`config.mk`:
```
export PLATFORM = sky130hd
export DESIGN_NAME = flag_stack_reg
export DESIGN_NICKNAME = d
export VERILOG_FILES = /design/src/rtl/flag_stack_reg.sv
export SDC_FILE = /design/constraint.sdc
export NUM_CORES = 1
export LEC_CHECK = 0
export ABC_CLOCK_PERIOD_IN_PS = 2500
export BUFFER_PORTS_ARGS = -buffer_cell sky130_fd_sc_hd__buf_2
export CAP_MARGIN = 30
export CORE_MARGIN = 2
export CORE_UTILIZATION = 40
export DETAILED_ROUTE_END_ITERATION = 6
export GPL_ROUTABILITY_DRIVEN = 0
export SYNTH_ARGS = -nofsm -noshare
export SYNTH_HDL_FRONTEND = slang
export SYNTH_SLANG_ARGS = --single-unit
```
`constraint.sdc`:
```
create_clock -name CLK -period 2.5 [get_ports CLK]
set_input_delay 0.375 -clock CLK [delete_from_list [all_inputs] [get_ports CLK]]
set_output_delay 0.375 -clock CLK [all_outputs]
set_load 0.1 [all_outputs]
```
`src/rtl/flag_stack_reg.sv`:
```
// Processor status-flag register (CY, Z, S, V, P) with a small LIFO save/restore
// stack and a sticky error for illegal stack operations.
module flag_stack_reg #(
    parameter int WIDTH = 8,
    parameter int DEPTH = 4
) (
    input  logic                         CLK,
    input  logic                         RST,
    input  logic [WIDTH-1:0]             ALU_RESULT,
    input  logic                         ALU_CY,
    input  logic                         ALU_V,
    input  logic                         FLAG_WE,
    input  logic [4:0]                   FLAG_MASK,
    input  logic                         PUSH,
    input  logic                         POP,
    input  logic                         LOAD,
    input  logic [4:0]                   FLAGS_IN,
    input  logic                         ERR_CLR,
    output logic                         CY,
    output logic                         Z,
    output logic                         S,
    output logic                         V,
    output logic                         P,
    output logic [$clog2(DEPTH+1)-1:0]   STK_CNT,
    output logic                         STK_FULL,
    output logic                         STK_EMPTY,
    output logic                         STK_ERR
);
    localparam int CW = $clog2(DEPTH+1);

    // Flag vector ordering is {P,V,S,Z,CY}
    logic [4:0]       flags_q, flags_d;
    logic [CW-1:0]    cnt_q, cnt_d;
    logic             err_q, err_d;
    logic [4:0]       stack_q [DEPTH];

    logic             full, empty;
    logic             both, push_ok, pop_ok, err_ev;
    logic [4:0]       derived, masked, top;
    logic [DEPTH-1:0] wr_sel, rd_sel;

    assign full    = (cnt_q == CW'(DEPTH));
    assign empty   = (cnt_q == '0);
    assign both    = PUSH & POP;
    assign push_ok = PUSH & ~POP & ~full;
    assign pop_ok  = POP & ~PUSH & ~empty;
    assign err_ev  = both | (PUSH & full) | (POP & empty);

    assign derived = {~^ALU_RESULT, ALU_V, ALU_RESULT[WIDTH-1], ~|ALU_RESULT, ALU_CY};
    assign masked  = (flags_q & ~FLAG_MASK) | (derived & FLAG_MASK);

    // Entry gi is written when it is the next free slot, read when it is the top.
    generate
        for (genvar gi = 0; gi < DEPTH; gi++) begin : g_sel
            assign wr_sel[gi] = push_ok && (cnt_q == CW'(gi));
            assign rd_sel[gi] = (cnt_q == CW'(gi + 1));
        end
    endgenerate

    always_comb begin
        top = '0;
        for (int i = 0; i < DEPTH; i++) begin
            if (rd_sel[i]) top = stack_q[i];
        end
    end

    always_comb begin
        flags_d = flags_q;
        cnt_d   = cnt_q;
        if (push_ok) cnt_d = cnt_q + CW'(1);
        // Any POP (legal or not) blocks LOAD and FLAG_WE for this cycle.
        if (pop_ok) begin
            cnt_d   = cnt_q - CW'(1);
            flags_d = top;
        end else if (!POP) begin
            if (LOAD)         flags_d = FLAGS_IN;
            else if (FLAG_WE) flags_d = masked;
        end
        err_d = err_ev ? 1'b1 : (ERR_CLR ? 1'b0 : err_q);
    end

    always_ff @(posedge CLK or posedge RST) begin
        if (RST) begin
            flags_q <= '0;
            cnt_q   <= '0;
            err_q   <= 1'b0;
        end else begin
            flags_q <= flags_d;
            cnt_q   <= cnt_d;
            err_q   <= err_d;
        end
    end

    always_ff @(posedge CLK) begin
        for (int i = 0; i < DEPTH; i++) begin
            if (wr_sel[i]) stack_q[i] <= flags_q;
        end
    end

    assign CY        = flags_q[0];
    assign Z         = flags_q[1];
    assign S         = flags_q[2];
    assign V         = flags_q[3];
    assign P         = flags_q[4];
    assign STK_CNT   = cnt_q;
    assign STK_FULL  = full;
    assign STK_EMPTY = empty;
    assign STK_ERR   = err_q;
endmodule

```
==> results.md <==
- Row count: 23
- Status: complete, no violations
- Area grow syn2layout: 20.5%
- Max-slew headroom: 0.556
- TritonRoute pass-1 iters: 4
- P_leak: 0.851 nW
- Max Clk Rate: 430 MHz
- Total grt overflow: 0
- IR drop worst, VDD: 0.600 mV
- Crit path arrival time: 1.95 ns
- Die W: 68.5 µm
- Final Worst Setup Slack: 0.172 ns
- CORE AREA: approximately 0.004 mm²
- Total power: between 2 and 2.5 mW
- # hold bufs at CTS: 0
- Synth Net Count: 201
- Bufs on Longest Clock Path: 2
- Reg clk slew, reported paths: about 0.06 ns
- Share of post-route cells with drive strength above 1: 0.255
- Buffers on Ports: 37
- Yosys top cell area share: 0.361
- Worst min-delay path class: input pin to async pin
- Final hold viol count: 0
- CTS tree: yes
- Die height: ~70 µm
- R2r startpoint: STK_CNT[1]
- Synthesized cell area: 0.00166 mm²
- Worst path most repeated cell: inv_1
- Initial antenna violation count: 0
- Worst path max stage delay: 0.51 ns
- Cells along the critical path: inv_1 > ha_1 > nand2b_2 > inv_1 > buf_2
- Period utilization: 0.931
- Worst slew pin tran: 0.664 ns
- Netlist cell types: 37
- Unrepaired setup endpoints after global routing: no
- CTS Sinks: 29
- Avg Vias per Cell: 5.30
- Commonest non-fill, non-tap cells in the layout: buf_2 (36), nor2_1 (21), edfxtp_1 (20)
- Setup slack at placement: 0.377 ns
- Sequential area share after synthesis: 0.496
- Initial Util: 0.416
- Top_reg_cell synth: edfxtp_1
- Crit path from: STK_CNT[1]
- CTS Buf Count: 5
- H-tree depth: 2
- Yosys warning total: 0
- WP data required: about 2.1 ns
- Mean post-synth cell area: between 10 and 15 µm²
- Hold_ws: 0.0616 ns
- Slew Limit Fails: 0
- I/O Pins: 38
- Crit Path Class: flip-flop to primary output
- Setup TNS: 0 ns
- Clock Skew: roughly 0.0070 ns
- Vias in the first global route: 1309
- Root Buffer: clkbuf_8
- Tmin final: about 2.3 ns
- WL final: 3690 µm
- CP Max Fanout: 9
- DRC viols: 0
- Vias: 1347
- N_diodes: 0
- Die footprint: 0.00469 mm²
- CP Launch Type: flip-flop
- GRT Total Usage: 0.181
- Skew-Pair Late Insertion Delay: 0.28 ns
- First-pass GRT wire length: between 6000 and 7000 µm
- Slowest stage cell on the critical path: dfrtp_4
- # nets final: 240
- Post-CTS Setup Repair Bufs: 0
- Synth top area cells: edfxtp_1 (36%), dfrtp_1 (14%), ha_1 (7.5%)
- Synth Instances: 164
- Yosys top cell by area: edfxtp_1
- Largest net degree at the start of global routing: 23
- Iter 0 DRT Violations: between 50 and 60
- DRT antenna net count: 0
- Dpl hpwl: 2900 µm
- Fill cells: 390
- Async S/R FF share, synth: 0.310
- CP Capture Type: primary output
- Flops & latches, synth: 29
- Pwr per Cell Area: 1240 mW/mm²
- Setup violators final: 0
- Maxcap violations: 0
- Number of flops mapped to enable cells by yosys: 20
- Most common library cell in the layout ignoring fill and taps: buf_2
- WL/cell: between 10 and 15 µm
Yosys cell counts (4+ instances only):
library cell,count
nor2_1,21
edfxtp_1,20
inv_1,18
a21oi_1,15
nand2_1,11
ha_1,10
dfrtp_1,9
o21ai_0,8
nor3b_1,6
a221oi_1,4
critical path, delay by kind of cell, from the launching register on:
family | cells | cell delay, ns
buffers and inverters | 3 | 0.66
DFF | 1 | 0.51
and+or+nand+nor | 1 | 0.15
adders and majority gates | 1 | 0.35
report_power, final:
group	total, mW	internal [mW]	switching, mW
clock	0.465	0.294	0.171
sequential	0.750	0.656	0.0933
combinational	1.28	0.310	0.969
total	2.49	1.26	1.23
per-stage QoR:
stage                     std cells  area [µm²]  utilization
after floorplan                 164        1680            -
after global placement          246        1900        0.474
after detailed placement        246        1900        0.474
after CTS                       254        2000        0.501
after global routing            254        2010        0.501
final                           254        2010        0.501
kinds of logic (layout without fill, tap and decap cells):
group	Yosys count	in the layout	share of synthesized area
flip-flops	29	29	0.496
buffers and inverters	27	67	0.0737
AO/OA/AOI/OAI	43	43	0.172
XOR/XNOR	4	4	0.0211
adder cells (fa/ha/maj)	10	10	0.0752
AND/OR/NAND/NOR	51	51	0.162
final cells by class:
type,instances,area (µm²),share of cell area
Inverter,19,72.6,0.0362
Tap cell,50,62.6,0.0312
Clock inverter,2,33.8,0.0168
Clock buffer,6,72.6,0.0362
Timing Repair Buffer,40,210,0.105
Sequential cell,29,833,0.415
Multi-Input combinational cell,108,721,0.359
layer usage:
layer / wire (µm) / track usage / vias up / part of all wire
met1: 1650 / 0.227 / 638 / 0.45
met4: 56 / 0.0750 / 0 / 0.015
met5: 0 / 0 / - / 0
met2: 1790 / 0.302 / 40 / 0.49
met3: 192 / 0.0390 / 7 / 0.052
li1: - / - / 662 / -
final timing paths:
| path | end | slack (ns) | cells after the start |
|---|---|---|---|
| setup / recovery | STK_EMPTY | 0.17 | 5 |
| hold / removal | STK_ERR | 0.06 | 2 |
| setup reg to reg | flip-flop | 0.38 | 6 |
| hold reg to reg | STK_ERR | 0.52 | 1 |
| max in group asynchronous | STK_CNT[0] | 2.14 | 2 |
| min in group CLK | STK_ERR | 0.40 | 3 |
timing repair:
action                                  4_1_cts  5_1_grt
gates resized for setup                       0        1
endpoints found under the setup margin        0        1
hold endpoints to repair                      0        0
No activity file was read; power rests on OpenSTA's default activity.
